==> src/rtl/demux_gather_if.sv <==
// demux_gather handshake bundle: upstream word port and downstream packed-bus port.
// master drives words and out_ready; slave is the gather block.
interface demux_gather_if #(
  parameter int select_bit = 2,
  parameter int data_bits  = 8
);
  localparam int N = 1 << select_bit;

  logic                  clear;
  logic                  in_valid;
  logic                  in_ready;
  logic [select_bit-1:0] in_sel;
  logic                  in_auto;
  logic [data_bits-1:0]  in_data;
  logic [N*data_bits-1:0] out_bus;
  logic [N-1:0]          lane_valid;
  logic                  out_valid;
  logic                  out_ready;
  logic                  overwrite_err;

  modport master (
    output clear, in_valid, in_sel, in_auto, in_data, out_ready,
    input  in_ready, out_bus, lane_valid, out_valid, overwrite_err
  );

  modport slave (
    input  clear, in_valid, in_sel, in_auto, in_data, out_ready,
    output in_ready, out_bus, lane_valid, out_valid, overwrite_err
  );
endinterface

==> src/rtl/demux_gather.sv <==
// demux_gather: places one word per transfer into a lane of a packed bus and
// offers the bus downstream once every lane holds fresh data.
module demux_gather #(
  parameter int select_bit = 2,
  parameter int data_bits  = 8
) (
  input logic           clk,
  input logic           rst_n,
  demux_gather_if.slave io
);
  localparam int N = 1 << select_bit;

  typedef enum logic {
    S_FILL = 1'b0,
    S_FULL = 1'b1
  } state_t;

  state_t                  r_state;
  logic [N*data_bits-1:0]  r_bus;
  logic [N-1:0]            r_lv;
  logic [select_bit-1:0]   r_ptr;
  logic                    r_err;
  logic                    r_ov;

  logic                    w_ready;
  logic                    w_acc;
  logic [select_bit-1:0]   w_tgt;
  logic [N-1:0]            w_hit;
  logic [N-1:0]            w_lv_set;

  assign w_ready  = (r_state == S_FILL) && !io.clear;
  assign w_acc    = io.in_valid && w_ready;
  assign w_tgt    = io.in_auto ? r_ptr : io.in_sel;
  assign w_lv_set = r_lv | w_hit;

  always_comb begin
    w_hit        = '0;
    w_hit[w_tgt] = 1'b1;
  end

  // clear outranks everything but reset; out_bus data survives drains
  always_ff @(posedge clk or negedge rst_n) begin
    if (!rst_n) begin
      r_state <= S_FILL;
      r_bus   <= '0;
      r_lv    <= '0;
      r_ptr   <= '0;
      r_err   <= 1'b0;
      r_ov    <= 1'b0;
    end else begin
      r_err <= 1'b0;
      if (io.clear) begin
        r_lv    <= '0;
        r_ptr   <= '0;
        r_state <= S_FILL;
        r_ov    <= 1'b0;
      end else begin
        unique case (r_state)
          S_FILL: begin
            if (w_acc) begin
              for (int i = 0; i < N; i++) begin
                if (w_hit[i])
                  r_bus[i*data_bits +: data_bits] <= io.in_data;
              end
              r_lv  <= w_lv_set;
              r_err <= |(r_lv & w_hit);
              if (io.in_auto)
                r_ptr <= r_ptr + 1'b1;
              if (&w_lv_set) begin
                r_state <= S_FULL;
                r_ov    <= 1'b1;
              end
            end
          end
          S_FULL: begin
            if (io.out_ready) begin
              r_lv    <= '0;
              r_ptr   <= '0;
              r_state <= S_FILL;
              r_ov    <= 1'b0;
            end
          end
          default: r_state <= S_FILL;
        endcase
      end
    end
  end

  assign io.in_ready      = w_ready;
  assign io.out_bus       = r_bus;
  assign io.lane_valid    = r_lv;
  assign io.out_valid     = r_ov;
  assign io.overwrite_err = r_err;
endmodule

==> src/flat_wrapper.sv <==
// flat-port wrapper written by rule: the top's interface ports become plain ports
module demux_gather_flat 
#(
  parameter int select_bit = 2,
  parameter int data_bits  = 8
)
  (clk, rst_n, io_clear, io_in_valid, io_in_sel, io_in_auto, io_in_data, io_out_ready, io_in_ready, io_out_bus, io_lane_valid, io_out_valid, io_overwrite_err);
  demux_gather_if #(.select_bit(select_bit), .data_bits(data_bits)) io_i ();
  input logic clk;
  input logic rst_n;
  input wire logic [$bits(io_i.clear)-1:0] io_clear;
  input wire logic [$bits(io_i.in_valid)-1:0] io_in_valid;
  input wire logic [$bits(io_i.in_sel)-1:0] io_in_sel;
  input wire logic [$bits(io_i.in_auto)-1:0] io_in_auto;
  input wire logic [$bits(io_i.in_data)-1:0] io_in_data;
  input wire logic [$bits(io_i.out_ready)-1:0] io_out_ready;
  output wire logic [$bits(io_i.in_ready)-1:0] io_in_ready;
  output wire logic [$bits(io_i.out_bus)-1:0] io_out_bus;
  output wire logic [$bits(io_i.lane_valid)-1:0] io_lane_valid;
  output wire logic [$bits(io_i.out_valid)-1:0] io_out_valid;
  output wire logic [$bits(io_i.overwrite_err)-1:0] io_overwrite_err;
  assign io_i.clear = io_clear;
  assign io_i.in_valid = io_in_valid;
  assign io_i.in_sel = io_in_sel;
  assign io_i.in_auto = io_in_auto;
  assign io_i.in_data = io_in_data;
  assign io_i.out_ready = io_out_ready;
  assign io_in_ready = io_i.in_ready;
  assign io_out_bus = io_i.out_bus;
  assign io_lane_valid = io_i.lane_valid;
  assign io_out_valid = io_i.out_valid;
  assign io_overwrite_err = io_i.overwrite_err;
  demux_gather #(.select_bit(select_bit), .data_bits(data_bits)) u_core (.clk(clk), .rst_n(rst_n), .io(io_i));
endmodule
==> config.mk <==
export PLATFORM = sky130hd
export DESIGN_NAME = demux_gather_flat
export DESIGN_NICKNAME = d
export VERILOG_FILES = /design/src/rtl/demux_gather_if.sv /design/src/rtl/demux_gather.sv /design/src/flat_wrapper.sv
export SDC_FILE = /design/constraint.sdc
export NUM_CORES = 1
export LEC_CHECK = 0
export BUFFER_PORTS_ARGS = -buffer_cell sky130_fd_sc_hd__buf_2
export CORE_MARGIN = 2
export CORE_UTILIZATION = 50
export CTS_BUF_LIST = sky130_fd_sc_hd__clkbuf_8
export CTS_CLUSTER_SIZE = 20
export DETAILED_ROUTE_END_ITERATION = 10
export PLACE_DENSITY = 0.86
export SYNTH_ARGS = -nofsm -noshare
export SYNTH_HDL_FRONTEND = slang
export SYNTH_SLANG_ARGS = --single-unit
==> constraint.sdc <==
create_clock -name clk -period 2 [get_ports clk]
set_input_delay 0.5 -clock clk [delete_from_list [all_inputs] [get_ports clk]]
set_output_delay 0.5 -clock clk [all_outputs]
set_load 0.005 [all_outputs]
======== Word-level counts from Yosys, hierarchy flattened ========
Cells that the tools add are included.
cells by class
  add/sub/neg operators ................... 1
  $lt $le $gt $ge ......................... 2
  eq/ne operators ......................... 4
  mux-type cells .......................... 25
  bitwise operators ....................... 4
  reduce and logical (&&, ||, !) cells .... 13
operator list
  kind                                                        count
  AND reduction 4 bit                                         5
  2-to-1 mux 1 bit                                            12
  2-to-1 mux 4 bit                                            3
  2-to-1 mux 2 bit                                            5
  != test 3 bit, second input constant                        3
  case mux 4 bit (2 select lines)                             1
  AND reduction 3 bit                                         2
  AND 4 bit                                                   1
  bitwise OR 4 bit                                            1
  case mux 1 bit (2 select lines)                             2
  case mux 2 bit (2 select lines)                             1
  OR reduction 4 bit                                          1
  logical AND 1 bit                                           3
  less-than comparator 2 x 3 -> 1 bit, second input constant  1
  != test 3 x 2 -> 1 bit, second input constant               1
  adder 2 x 1 -> 2 bit, second input constant                 1
  demux 1 bit (select 2 bit)                                  1
  >= comparator 2 x 1 -> 1 bit, second input constant         1
  NOT 1 bit                                                   2
  AND reduction 2 bit                                         1
  logical NOT 1 bit                                           1
storage, ports and cells
  register bits after elaboration ......... 41
  bits of input ports ..................... 16
  output and inout bits ................... 39
  word-level logic and storage cells ...... 58

======== Logic depth before layout (Yosys ltp) ========
  word-level depth ........................ 11
  mapped depth ............................ 6
  depth with buffers taken out ............ 4

======== Least setup slack after synthesis ========
OpenSTA, ideal clock, no wires.
  path kind ............................... input to register
  start point ............................. input port io_in_auto
  end point ............................... register u_core.r_err (netlist: u_core.io.overwrite_err)
  setup time .............................. 0.119 ns
  arrival ................................. 1.686 ns
  required time ........................... 1.881 ns
  path slack .............................. 0.195 ns
  stages on the path ...................... 4
  buffers on the path ..................... 1
  cell sequence ........................... buf_6 -> mux2i_4 -> mux4_1 -> and2_1
on the way
  word-level cells in the longest chain between the ends .. 10
  elaborated cells between the ends (all ways) .. 11
  those cells by class .................... 2 x order compare; 6 x mux; 1 x bitwise; 2 x reduce/logical
ends and longest elaborated chain
  item                                                                                                       RTL line            RTL
  start: declaration                                                                                         flat_wrapper.sv:14  input wire logic [$bits(io_i.in_auto)-1:0] io_in_auto;
  2-to-1 mux 2 bit (*)                                                                                       demux_gather.sv:33  assign w_tgt = io.in_auto ? r_ptr : io.in_sel;
  less-than comparator 2 x 3 -> 1 bit (not written as such) or >= comparator 2 x 1 -> 1 bit (tied branches)  demux_gather.sv:38  w_hit[w_tgt] = 1'b1;
  logical AND 1 bit (not written as such)                                                                    demux_gather.sv:38
  2-to-1 mux 1 bit (not written as such)                                                                     demux_gather.sv:38
  demux 1 bit (select 2 bit) (*)                                                                             -
  AND 4 bit (*)                                                                                              demux_gather.sv:66  r_err <= |(r_lv & w_hit);
  OR reduction 4 bit (*)                                                                                     demux_gather.sv:66
  2-to-1 mux 1 bit (*)                                                                                       demux_gather.sv:60  if (w_acc) begin
  2-to-1 mux 1 bit (*)                                                                                       demux_gather.sv:58  unique case (r_state)
  2-to-1 mux 1 bit (*)                                                                                       demux_gather.sv:52  if (io.clear) begin
  end signal: assignment                                                                                     demux_gather.sv:66
  end: declaration                                                                                           demux_gather.sv:22  logic r_err;
Mark *: on every way between the ends. The rest lies on a longest branch, timed or not.
A chain may end at the register's enable or synchronous reset.

======== Worst setup path in the final report ========
  start point ............................. register u_core.r_state
  end point ............................... register u_core.r_bus[30] (netlist: u_core.io.out_bus[30])
on the way
  word-level cells in the longest chain between the ends .. 4
ends and longest elaborated chain
  item                                      RTL line            RTL
  start: declaration                        demux_gather.sv:18  state_t r_state;
  start signal: assignment                  demux_gather.sv:44  r_state <= S_FILL;
  start signal: assignment                  demux_gather.sv:55  r_state <= S_FILL;
  start signal: assignment                  demux_gather.sv:70  r_state <= S_FULL;
  NOT 1 bit (no source line) (*)            -
  logical AND 1 bit                         demux_gather.sv:31  assign w_ready = (r_state == S_FILL) && !io.clear;
  logical AND 1 bit                         demux_gather.sv:32  assign w_acc = io.in_valid && w_ready;
  AND reduction 4 bit (no source line) (*)  -
  end signal: indexed assignment            demux_gather.sv:63  r_bus[i*data_bits +: data_bits] <= io.in_data;
  end: declaration                          demux_gather.sv:19  logic [N*data_bits-1:0] r_bus;
Marks and branches as above.

==> results.tsv <==
metric	value	unit
postcts setup bufs	0	
# DRC	0	
CP Max Fanout	9	
Post-DP Area	2110	µm²
largest net degree at the start of global routing	27	
Yosys Warn Count	0	
core area	3390	µm²
final-report hold violation count	0	
Finished Layout Cells	228	
Tmin final	1.65	ns
DRT Wirelength	3.48	mm
DRT iter0 DRCs	50	
cts hold-fix bufs	0	
row cnt	21	
dominant cell type by area after synthesis	dfrtp_1	
gr usage total	0.198	
hold crit path type	in2async	
number of distinct library cells after synthesis	32	
CTS Sinks	41	
ANT cells	0	
Die Y	63.7	µm
vias in the first global route	1246	
synthesized cell area	1780	µm²
post-synth net total	136	
cells along the critical path	nor2_4 > nand2_1 > nor3_4 > buf_4 > mux2_2	
DR vias/cell	5.22	
Pins Over Slew Limit	0	
Leak	1.09	nW
die area	4060	µm²
CP Capture Type	flip-flop	
cell family with most CP delay	flip-flops	
maxcap violations	0	
Fillers	254	
gpl congestion	0.721	
Clk Latency, worst-skew pair	0.29	ns
Post-synth EDFFs	0	
Synth area leaders	dfrtp_1 58%, mux2_2 20%, mux2i_4 2.5%	
fraction of layout cells with a size suffix above 1	0.582	
placed cell count	220	
GR Overflow Total	0	
final instance area	2200	µm²
final clock skew	0.00326	ns
Synth Register Bits	41	
width of the die	63.7	µm
Post-CTS Resized	0	
Power Density	979	nW/µm²
mean area per synthesized cell	14.9	µm²
clk root buf	clkbuf_8	
CTS tree	built	
I/O pins	55	
number of routed nets with antenna violations	0	
Worst path max stage delay	0.49	ns
worst setup margin	0.345	ns
Req. time, crit path	2.18	ns
pre-CTS setup slack	0.0440	ns
Routed wire per std cell	15.3	µm
Primary FF master, synth	dfrtp_1	
PortBufs	54	
final setup vio count	0	
htree depth	2	
top cell type's share of synthesized area	0.575	
fin crit share	0.827	
CTS Buffer Depth	2	
RSZ-0062 raised after global routing	no	
crit path launch type	flip-flop	
Setup CP Type	reg2reg	
Layout Nets	197	
drt first pass iters	4	
final hold slack	0.183	ns
Commonest cells post-synth	41 x dfrtp_1, 32 x mux2_2, 8 x nand2_1, 4 x a21oi_1	
TritonCTS Buffers	5	
Slew @ Worst Pin	0.548	ns
dpl hpwl	2.61	mm
max_slew headroom	0.635	
Worst Path Arrival	1.84	ns
Setup TNS	0	ns
Seq/Total Area, Yosys	0.575	
Max Freq	0.604	GHz
Initial Utilization	0.526	
Area Growth Syn to Fin	23.5	%
worst-case vdd ir drop	0.000574	V
slowest cell on the critical path	dfrtp_1	
status	completed	
Worst-path clk slew	0.08	ns
most frequent cell after synthesis	dfrtp_1	
synthesized instance count	120	
first-pass GRT wire length	6.05	mm
total number of vias	1190	
antenna violations before repair	0	
ys async rst share	1.00	
crit path buf inv count	1	
## cell usage in the layout, fill, tap and decap left out
master and count:
buf_2 54, a41oi_1 1, o21ai_0 1, nand3_1 2
a21oi_1 4, clkbuf_8 6, o21bai_1 2, mux2i_4 2
clkinv_2 1, nand2b_1 2, or3b_1 1, buf_4 3
mux2_2 32, o32ai_1 1, dfrtp_1 41, o22a_1 1
nand2_2 1, clkinv_4 1, nor3_4 1, a311oi_2 1
nor2_1 2, and2_1 2, o31ai_1 1, nand3b_4 1
nor2_4 1, nand2_1 8, a21o_1 1, xor2_1 1
and4_2 1, nor2b_1 1, and4b_1 1, mux4_1 1
nand3_4 1, nand3b_1 1, a21boi_0 1
## logic make-up after synthesis
family	Yosys count	share of synthesized area
AO/OA/AOI/OAI	14	0.0582
buffers and inverters	3	0.0154
flip-flops	41	0.575
XOR/XNOR	1	0.00491
multiplexers	35	0.242
AND/OR/NAND/NOR	26	0.104
## where the power goes
part	internal [mW]	switching [mW]	total, mW
clock	0.280	0.289	0.568
combinational	0.283	0.198	0.481
sequential	1.01	0.0978	1.11
## area by class of cell
class	count	area (µm²)	area share
multi-input cells	76	731	0.332
well taps	46	57.6	0.0261
repair buffers	57	293	0.133
clock inverters	2	13.8	0.00625
clock buffers	6	82.6	0.0375
flip-flops and latches	41	1030	0.466
## registers in the layout, summed over array words and instances (netlist names)
name,cells
u_core.io.overwrite_err,1
u_core.io.out_bus,32
u_core.io.out_valid,1
u_core.r_state,1
u_core.io.lane_valid,4
u_core.r_ptr,2
## per-layer routing
metal | GRT usage | wire, µm | up-vias
li1 | - | - | 554
met1 | 0.234 | 1380 | 591
met2 | 0.330 | 1850 | 39
met3 | 0.0634 | 200 | 6
met4 | 0.0870 | 58 | 0
met5 | 0 | 0 | -
## through the flow
stage | util | power (mW)
3_3_place_gp | 0.622 | 1.58
6_report | 0.650 | 2.16
3_5_place_dp | 0.622 | 1.62
2_1_floorplan | - | 1.34
4_1_cts | 0.650 | 2.18
5_1_grt | 0.650 | 2.29
## path summary, 6_finish.rpt
kind                                              end  slack [ns]                  start  cells after the start
worst max-delay path            u_core.io.out_bus[30]        0.35         u_core.r_state                      5
worst min-delay path             u_core.io.out_bus[0]        0.18                  rst_n                      1
worst max register to register  u_core.io.out_bus[30]        0.35         u_core.r_state                      5
worst min register to register  u_core.io.out_bus[15]        0.50  u_core.io.out_bus[15]                      1
max in group asynchronous       u_core.io.out_bus[30]        1.20                  rst_n                      2
min in group clk                      u_core.r_ptr[1]        0.47               io_clear                      2
No activity file was read; power rests on OpenSTA's default activity.
